--- config.mk ---
export PLATFORM = sky130hd
export DESIGN_NAME = fp_s2_arbiter
export DESIGN_NICKNAME = d
export VERILOG_FILES = /design/src/rtl/fp_s2_arbiter.sv
export SDC_FILE = /design/constraint.sdc
export NUM_CORES = 1
export LEC_CHECK = 0
export ABC_AREA = 1
export CORE_UTILIZATION = 42
export DETAILED_ROUTE_END_ITERATION = 7
export PLACE_DENSITY_LB_ADDON = 0.05
export SYNTH_ARGS = -nofsm -noshare
export SYNTH_HDL_FRONTEND = slang
export SYNTH_SLANG_ARGS = --single-unit
--- constraint.sdc ---
create_clock -name clk_clk -period 3.75 [get_ports clk_clk]
set_clock_uncertainty 0.1 [all_clocks]
set_input_delay 1.125 -clock clk_clk [delete_from_list [all_inputs] [get_ports clk_clk]]
set_output_delay 1.125 -clock clk_clk [all_outputs]
set_load 0.05 [all_outputs]
--- src/rtl/fp_s2_arbiter.sv ---
// fp_s2_arbiter: round-robin front end sharing one multi-cycle FP unit between two requesters.
// Optional macro FP_ARB_TIMEOUT_EN aborts an operation whose fp_done never arrives.
module fp_s2_arbiter #(
    parameter int TIMEOUT_CYCLES = 64
) (
    input  logic        clk_clk,
    input  logic        reset_reset_n,
    input  logic        r0_req,
    input  logic [2:0]  r0_n,
    input  logic [31:0] r0_dataa,
    input  logic [31:0] r0_datab,
    output logic        r0_ack,
    output logic        r0_rsp_valid,
    input  logic        r1_req,
    input  logic [2:0]  r1_n,
    input  logic [31:0] r1_dataa,
    input  logic [31:0] r1_datab,
    output logic        r1_ack,
    output logic        r1_rsp_valid,
    output logic [31:0] rsp_result,
    output logic        rsp_err,
    output logic        fp_clk_en,
    output logic        fp_start,
    output logic [2:0]  fp_n,
    output logic [31:0] fp_dataa,
    output logic [31:0] fp_datab,
    output logic        fp_reset,
    output logic        fp_reset_req,
    input  logic        fp_done,
    input  logic [31:0] fp_result
);

    // Handshake: rN_req is held until rN_rsp_valid; rN_ack and rN_rsp_valid are
    // single-cycle pulses, and fp_start coincides with the winner's ack.
    typedef enum logic [1:0] {
        IDLE  = 2'd0,
        ISSUE = 2'd1,
        WAIT  = 2'd2,
        RESP  = 2'd3
    } state_t;

    state_t state;
    logic   last_grant;
    logic   winner;
    logic   pick;

    assign fp_clk_en = 1'b1;

    // On contention the requester not granted last wins; last_grant=1 means r1.
    always_comb begin
        pick = r1_req;
        if (r0_req && r1_req) pick = ~last_grant;
    end

`ifdef FP_ARB_TIMEOUT_EN
    localparam int CW = (TIMEOUT_CYCLES > 1) ? $clog2(TIMEOUT_CYCLES) : 1;
    logic [CW-1:0] wait_cnt;
    logic          wait_expired;
    assign wait_expired = (wait_cnt == CW'(TIMEOUT_CYCLES - 1));
`else
    assign rsp_err      = 1'b0;
    assign fp_reset     = 1'b0;
    assign fp_reset_req = 1'b0;
`endif

    always_ff @(posedge clk_clk or negedge reset_reset_n) begin
        if (!reset_reset_n) begin
            state        <= IDLE;
            last_grant   <= 1'b1;
            winner       <= 1'b0;
            r0_ack       <= 1'b0;
            r1_ack       <= 1'b0;
            r0_rsp_valid <= 1'b0;
            r1_rsp_valid <= 1'b0;
            fp_start     <= 1'b0;
            fp_n         <= '0;
            fp_dataa     <= '0;
            fp_datab     <= '0;
            rsp_result   <= '0;
`ifdef FP_ARB_TIMEOUT_EN
            rsp_err      <= 1'b0;
            fp_reset     <= 1'b0;
            fp_reset_req <= 1'b0;
            wait_cnt     <= '0;
`endif
        end else begin
            r0_ack       <= 1'b0;
            r1_ack       <= 1'b0;
            r0_rsp_valid <= 1'b0;
            r1_rsp_valid <= 1'b0;
            fp_start     <= 1'b0;
`ifdef FP_ARB_TIMEOUT_EN
            rsp_err      <= 1'b0;
            fp_reset     <= 1'b0;
            fp_reset_req <= 1'b0;
`endif
            case (state)
                IDLE: begin
                    if (r0_req || r1_req) begin
                        winner     <= pick;
                        last_grant <= pick;
                        fp_n       <= pick ? r1_n     : r0_n;
                        fp_dataa   <= pick ? r1_dataa : r0_dataa;
                        fp_datab   <= pick ? r1_datab : r0_datab;
                        fp_start   <= 1'b1;
                        r0_ack     <= ~pick;
                        r1_ack     <= pick;
                        state      <= ISSUE;
                    end
                end
                ISSUE, WAIT: begin
                    if (fp_done) begin
                        rsp_result   <= fp_result;
                        r0_rsp_valid <= ~winner;
                        r1_rsp_valid <= winner;
                        state        <= RESP;
                    end
`ifdef FP_ARB_TIMEOUT_EN
                    else if (state == ISSUE) begin
                        wait_cnt <= '0;
                        state    <= WAIT;
                    end else if (wait_expired) begin
                        // Abandon the hung op: reset the FP unit and report an error result.
                        rsp_result   <= '0;
                        rsp_err      <= 1'b1;
                        fp_reset     <= 1'b1;
                        fp_reset_req <= 1'b1;
                        r0_rsp_valid <= ~winner;
                        r1_rsp_valid <= winner;
                        state        <= RESP;
                    end else begin
                        wait_cnt <= wait_cnt + CW'(1);
                    end
`else
                    else begin
                        state <= WAIT;
                    end
`endif
                end
                RESP: state <= IDLE;
                default: state <= IDLE;
            endcase
        end
    end

endmodule

* Yosys cells after proc, flatten, opt, wreduce, memory -nomap -nowiden *
Cells that the tools add are included.
Widths: inputs -> output; s select.

storage, ports and cells
  bits in registers = 108
  word-level logic and storage cells = 42

operators by class
  eq/ne operators = 4
  multiplexer cells = 17
  bitwise gates (word level) = 3
  reductions and logical operators = 6

operators by type and width
  cell                number
  $mux 32             2
  $mux 1              12
  $pmux 2 s3          1
  $eq 2x2->1 const B  2
  $reduce_and 2->1    2
  $mux 3              1
  $not 1->1           3
  $eq 2x1->1 const B  1
  $logic_not 2->1     1
  $mux 2              1
  $ne 2x2->1 const B  1
  $reduce_or 2->1     1
  $logic_and 1x1->1   1
  $logic_or 1x1->1    1

* Depth between registers and ports, before layout *
Gate-level depths: netlist of run 1.

  word-level depth = 5
  depth in mapped cells = 9
  depth with buffers taken out = 6

* Worst setup path after synthesis of run 1 *
OpenSTA, ideal clock, no wires.

  path type = input to register
  start = in r1_req
  end = reg fp_dataa[17]
  arrival = 1887 ps
  required time = 3525 ps
  setup slack = 1638 ps
  stages = 7
  path buffers = 3
  cells stage by stage = buf_4 nor2_2 nor2_4 buf_2 buf_6 nand3_1 nand3_1

between the ends
  cells in the longest elaborated chain, start to end = 3
  elaborated cells on any way between the ends = 5
  classes of those cells = mux: 2; reduce/logical: 3

ends and longest elaborated chain
  item                  line  text
  from (decl)           14    input logic r1_req,
  $logic_and 1x1->1     52    if (r0_req && r1_req) pick = ~last_grant;
  $mux 1                52
  $mux 32               103   fp_dataa <= pick ? r1_dataa : r0_dataa;
  to (signal assigned)  103
  to (decl)             25    output logic [31:0] fp_dataa,

Several ways; a longest one is shown, not always the timed one.
A chain may end at the register's enable or synchronous reset.

* Final worst setup path of run 1 *
  start = reg fp_dataa[13]
  end = out fp_dataa[13]

No word-level cell between the ends.

==> results by group, run 1 <==
Outcome
  • Status: completed

Yosys
  • Dominant cells by area after synthesis: dfrtp_1 55%, nand3_1 17%, nand2_1 11%
  • Cells after Synth: 559
  • Syn avg cell area: 8.75 sq um
  • Most frequent cells after synthesis: 166 x nand3_1, 138 x nand2_1, 107 x dfrtp_1, 67 x nand4_1, 28 x clkbuf_1
  • Most common cell in the synthesized netlist: nand3_1
  • Share of the synthesized area in the top cell type: 0.548
  • Number of synthesized register bits: 108
  • Synthesized cell area: 0.00489 sq mm
  • Post-synthesis cell type count: 22
  • Yosys top cell by area: dfrtp_1
  • Primary FF master, synth: dfrtp_1
  • Post-synth EDFFs: 0
  • Sequential fraction of the synthesis area: 0.553
  • Ys Warns: 0
  • Post-synth ARST share: 1.00

Floorplan
  • DIE AREA: 0.0121 sq mm
  • Die H: 110 um
  • Chip width: 110 um
  • Ports: 279
  • Core Box Area: 0.0114 sq mm
  • Num rows: 39
  • Initial Utilization: 0.430

Worst setup path
  • Reg-to-reg startpoint: state[0]$_DFFE_PN0P_
  • CP Launch Point: fp_dataa[13]$_DFFE_PN0P_
  • CP top delay family: buffers and inverters
  • Critical Path Fanout Max: 2
  • WS Path Type: reg -> out
  • Worst Setup Start Kind: register
  • CP max stage delay: 0.82 ns
  • Crit. path cell count: 1
  • CP required: 2.52 ns
  • Critical Path Sink Type: output pin
  • CP Capture Point: fp_dataa[13]
  • Worst Reg-to-Reg Cells: 6
  • Worst R2R Setup Slack: 1.37 ns
  • CP max stage cell: clkdlybuf4s50_1
  • Worst flop-to-flop path endpoint: rsp_result[13]$_DFFE_PN0P_
  • Critical Path AT: 1.58 ns
  • CP bufs+invs: 1
  • CP cell instances: clkdlybuf4s50_1

Clock tree
  • H-tree levels: 3
  • Clk sinks: 108
  • Clock Tree Buf Depth: 2
  • Clk Latency, worst-skew pair: 0.34 ns
  • Post-cts repair resize count: 0
  • Post-CTS Hold Fix Bufs: 0
  • Worst-path clk slew: 0.07 ns
  • CTS buffer count: 9
  • CTS tree: yes
  • Post-CTS Setup Bufs: 0
  • Clock Tree Root: clkbuf_16

Final layout
  • Proportion of layout cells with a drive suffix above 1: 0.0472
  • Fillers: 973
  • Area growth syn-to-layout: 62.8%
  • Diodes inserted: 0
  • Nets: 973

Routing
  • DRT Pass-1 Iters: 4
  • Routed WL per cell: 17.8 um
  • ANT nets after route: 0
  • Post-route DRC: 0
  • Vias: 5,205
  • DRT Wirelength: 16,900 um
  • Initial DRC count: 506
  • Vias per cell: 5.49

Power and ir drop
  • P_leak: 3.53 nW
  • PwrDens: 986 mW/mm^2
  • Peak VDD IR: 0.553 mV

Timing
  • RSZ-0062 raised after global routing: false
  • Tcrit/Tclk final: 0.749
  • Final setup violation count: 0
  • Slew @ Worst Pin: 0.747 ns
  • Final Max Tran Viols: 0
  • Max Clock Freq: 0.356 GHz
  • PnR worst setup slack: 0.942 ns
  • Slew margin rel.: 0.502
  • Final Hold Fails: 0
  • Minimum clock period: 2.81 ns
  • Setup Total Neg Slack: 0 ns

Hold path
  • Tightest Hold Check Type: reg -> reg

Placement
  • Setup WS pre-CTS: 0.798 ns
  • Port Buffers: 274
  • HPWL after DPL: 11,500 um
  • Final Wtd Congestion: 0.807

GRT
  • Global-route wire length before repair: 25,500 um
  • Vias in the first global route: 5,048
  • Pin count of the biggest net entering global routing: 69
  • Initial antenna violation count: 0
  • All-Layer GR Usage: 0.278
  • Gr ovfl total: 0

Flow run
  • Number of max-cap violations: 0
==> worst min path at each step <==
stage | startpoint | endpoint | slack, ns | depth (start not counted)
6_report | winner$_DFFE_PN0P_ | r0_rsp_valid$_DFF_PN0_ | 0.32 | 1
5_1_grt | winner$_DFFE_PN0P_ | r0_rsp_valid$_DFF_PN0_ | 0.33 | 1
4_1_cts | winner$_DFFE_PN0P_ | r0_rsp_valid$_DFF_PN0_ | 0.32 | 1
3_5_place_dp | winner$_DFFE_PN0P_ | r0_rsp_valid$_DFF_PN0_ | 0.31 | 1
3_3_place_gp | winner$_DFFE_PN0P_ | r0_rsp_valid$_DFF_PN0_ | 0.31 | 1
2_1_floorplan | winner$_DFFE_PN0P_ | r0_rsp_valid$_DFF_PN0_ | 0.30 | 1
==> cell type report <==
type | count | area [sq um] | share of cell area
repair buffers | 287 | 2850 | 0.357
flip-flops and latches | 108 | 2700 | 0.340
multi-input cells | 389 | 1890 | 0.237
clock buffers | 11 | 243 | 0.0305
well taps | 143 | 179 | 0.0225
clock inverters | 5 | 82.6 | 0.0104
inverters | 5 | 18.8 | 0.00236
==> flip-flops by register name, indices dropped and copies added (netlist names) <==
signal	count
winner	1
last_grant	1
state	2
r1_ack	1
fp_dataa	32
rsp_result	32
fp_start	1
r1_rsp_valid	1
fp_n	3
r0_ack	1
r0_rsp_valid	1
fp_datab	32
==> power breakdown <==
part	leakage [nW]	total [mW]	switching [mW]	internal, mW
registers	1.34	2.04	0.305	1.74
logic	2.03	4.76	3.24	1.52
clock network	0.161	1.04	0.433	0.608
==> metal layers <==
layer,GRT usage,up-vias,share of wire
met3,0.0771,35,0.10
met4,0.130,0,0.031
met1,0.336,2489,0.38
met5,0,-,0
met2,0.458,268,0.49
li1,-,2413,-
==> stage by stage <==
stage	instance area, sq um	instances	hold WS (ns)	util	total power [mW]
after global routing	7960	948	0.328	0.700	8.29
after global placement	7640	932	0.314	0.672	6.76
final	7960	948	0.324	0.700	7.85
after floorplan	4900	561	0.303	-	5.17
after CTS	7960	948	0.323	0.700	7.90
after detailed placement	7640	932	0.312	0.672	6.84
==> logic make-up after synthesis <==
group | after synthesis | synth area share
and+or+nand+nor | 377 | 0.369
DFF | 108 | 0.553
buffers and inverters | 64 | 0.0647
AOI/OAI and AO/OA | 6 | 0.00691
adders and majority gates | 2 | 0.00512
other | 2 | 0.00154
==> placed cells by master (no fill, tap or decap), types with 3 or more instances in the layout <==
master,instances
clkdlybuf4s50_1,272
nand2_1,137
o21ai_0,3
nand4_1,67
dfrtp_1,107
nor2_1,3
clkbuf_16,9
conb_1,4
nand3_1,166
buf_4,13
inv_1,4
No activity file was read; power rests on OpenSTA's default activity.
==> inputs of run 2 (changes only) <==
--- a/config.mk
+++ b/config.mk
@@ -6,7 +6,7 @@
 export NUM_CORES = 1
 export LEC_CHECK = 0
 export ABC_AREA = 1
-export CORE_UTILIZATION = 42
+export CORE_UTILIZATION = 39
 export DETAILED_ROUTE_END_ITERATION = 7
 export PLACE_DENSITY_LB_ADDON = 0.05
 export SYNTH_ARGS = -nofsm -noshare
==> constraint.sdc (replaced) <==
create_clock -name clk_clk -period 2.7 [get_ports clk_clk]
set_clock_uncertainty 0.1 [all_clocks]
set_input_delay 0.81 -clock clk_clk [delete_from_list [all_inputs] [get_ports clk_clk]]
set_output_delay 0.81 -clock clk_clk [all_outputs]
set_load 0.05 [all_outputs]
==> run 2 against run 1 <==
Sequential cell count did not move. Non-clock buffer count rose by 4. Clock power rose by 44%. First-iteration DRC count rose by 0.20%. Power rose by 41%. Sequential share of layout area fell by 0.53 points. Die area rose by 7.5%. Combinational power rose by 41%. Wire length barely moved.
==> results by group, run 2 (synthesized netlist as in run 1, its figures left out) <==
Timing
  • Minimum clock period: 2.47 ns
  • Final Max Tran Viols: 0 (unchanged)
  • Setup Total Neg Slack: 0 ns (unchanged)
  • Slew @ Worst Pin: 0.553 ns (-0.194 ns)
  • Tcrit/Tclk final: 0.916
  • Slew margin rel.: 0.630 (+0.128)
  • Final Hold Fails: 0 (unchanged)
  • Final setup violation count: 0 (unchanged)
  • Max Clock Freq: 0.404 GHz
  • RSZ-0062 raised after global routing: false

Floorplan
  • Num rows: 40 (+2.6%)
  • Core Box Area: 0.0121 sq mm (+6.5%)
  • Chip width: 114 um (+3.7%)
  • Initial Utilization: 0.404 (-0.0263)
  • DIE AREA: 0.0130 sq mm (+7.5%)
  • Die H: 114 um (+3.7%)
  • Ports: 279 (unchanged)

Worst setup path
  • CP max stage delay: 0.82 ns (about the same)
  • CP cell instances: clkdlybuf4s50_1
  • Worst Reg-to-Reg Cells: 7 (+1)
  • Crit. path cell count: 1 (unchanged)
  • CP bufs+invs: 1 (unchanged)
  • Critical Path Sink Type: output pin
  • Worst flop-to-flop path endpoint: fp_n[1]$_DFFE_PN0P_
  • CP top delay family: buffers and inverters
  • CP required: 1.79 ns (-0.73 ns)
  • Critical Path AT: 1.56 ns (-0.02 ns)
  • CP Capture Point: fp_datab[10]
  • Critical Path Fanout Max: 2 (unchanged)
  • Worst Setup Start Kind: register
  • Worst R2R Setup Slack: 0.78 ns (-0.59 ns)
  • CP max stage cell: clkdlybuf4s50_1
  • CP Launch Point: fp_datab[10]$_DFFE_PN0P_
  • Reg-to-reg startpoint: state[0]$_DFFE_PN0P_
  • WS Path Type: reg -> out

Outcome
  • Status: completed

Clock tree
  • Clk sinks: 108 (unchanged)
  • Clock Tree Root: clkbuf_16
  • Post-CTS Hold Fix Bufs: 0 (unchanged)
  • Clk Latency, worst-skew pair: 0.35 ns (about the same)
  • Worst-path clk slew: 0.07 ns (about the same)
  • Post-CTS Setup Bufs: 0 (unchanged)
  • Clock Tree Buf Depth: 2 (unchanged)
  • H-tree levels: 3 (unchanged)
  • CTS tree: yes
  • Post-cts repair resize count: 0 (unchanged)
  • CTS buffer count: 9 (unchanged)

GRT
  • Initial antenna violation count: 0 (unchanged)
  • Global-route wire length before repair: 26,300 um (+3.0%)
  • All-Layer GR Usage: 0.259 (-0.0183)
  • Gr ovfl total: 0 (unchanged)
  • Pin count of the biggest net entering global routing: 70 (+1.4%)
  • Vias in the first global route: 5,153 (+2.1%)

Hold path
  • Tightest Hold Check Type: in -> async

Routing
  • Routed WL per cell: 17.3 um (-2.9%)
  • Vias per cell: 5.35 (-2.5%)
  • ANT nets after route: 0 (unchanged)
  • DRT Pass-1 Iters: 6 (+2)
  • DRT Wirelength: 16,900 um (about the same)
  • Post-route DRC: 0 (unchanged)
  • Initial DRC count: 507 (+0.20%)
  • Vias: 5,224 (+0.37%)

Final layout
  • Register area: 0.00270 sq mm (unchanged)
  • Most frequent cells in the layout: 272 x clkdlybuf4s50_1, 166 x nand3_1, 137 x nand2_1
  • Most common cell after layout, fill and taps aside: clkdlybuf4s50_1
  • Nets: 977 (+0.41%)
  • Fillers: 1,045 (+7.4%)
  • Area growth syn-to-layout: 65.4%
  • Layout Utilization: 0.668 (-0.0325)
  • Diodes inserted: 0 (unchanged)
  • Largest regs: fp_dataa: 32 flops, fp_datab: 32 flops, rsp_result: 32 flops
  • Proportion of layout cells with a drive suffix above 1: 0.0507 (+0.00354)
  • Area occupied by multi-input gates: 0.00189 sq mm (unchanged)

Placement
  • Port Buffers: 274 (unchanged)
  • Final Wtd Congestion: 0.811 (+0.58%)
  • HPWL after DPL: 11,600 um (+0.67%)

Power and ir drop
  • Peak VDD IR: 0.812 mV (+47%)
  • P_leak: 3.56 nW (+1.0%)
  • PwrDens: 1370 mW/mm^2 (+39%)
  • Total power: 11.1 mW (+41%)

Flow run
  • Number of max-cap violations: 0 (unchanged)
run 2: cell count changes in the layout (fill, tap and decap cells not counted), sizes merged:
cell / previous run / this run
bufinv: 2 / 3
inv: 7 / 5
clkinvlp: 0 / 1
buf: 15 / 19
clkinv: 1 / 0
run 2: worst min path at each step:
| stage | slack (ns) | start | to | cells past startpoint |
|---|---|---|---|---|
| 2_1_floorplan | 0.30 | winner$_DFFE_PN0P_ | r0_rsp_valid$_DFF_PN0_ | 1 |
| 3_3_place_gp | 0.31 | winner$_DFFE_PN0P_ | r0_rsp_valid$_DFF_PN0_ | 1 |
| 3_5_place_dp | 0.32 | winner$_DFFE_PN0P_ | r0_rsp_valid$_DFF_PN0_ | 1 |
| 4_1_cts | 0.32 | reset_reset_n | fp_dataa[20]$_DFFE_PN0P_ | 1 |
| 5_1_grt | 0.33 | winner$_DFFE_PN0P_ | r0_rsp_valid$_DFF_PN0_ | 1 |
| 6_report | 0.31 | reset_reset_n | fp_start$_DFF_PN0_ | 1 |
run 2: power by group:
| part | internal (mW) | switching, mW |
|---|---|---|
| combinational | 2.18 | 4.52 |
| sequential | 2.41 | 0.430 |
| clock | 0.927 | 0.574 |
run 2: per-layer routing:
metal	GRT usage	vias up	routed length, um
li1	-	2414	-
met2	0.431	272	8010
met3	0.0664	43	1620
met5	0	-	0
met1	0.316	2495	6690
met4	0.120	0	554
run 2: metrics by stage:
stage	hold WS [ns]	worst slack (ns)	instances	area [sq um]
detailed placement	0.319	0.381	961	7750
finish	0.309	0.226	976	8090
global route	0.327	0.178	976	8090
global placement	0.314	0.444	961	7750
floorplan	0.303	0.903	561	4900
CTS	0.323	0.206	976	8090
run 2: final cells by class:
class | instances | area share
clock buffer | 11 | 0.0300
tap | 168 | 0.0260
timing repair buffer | 291 | 0.362
multi-input combinational | 389 | 0.234
sequential | 108 | 0.334
clock inverter | 4 | 0.0121
inverter | 5 | 0.00232
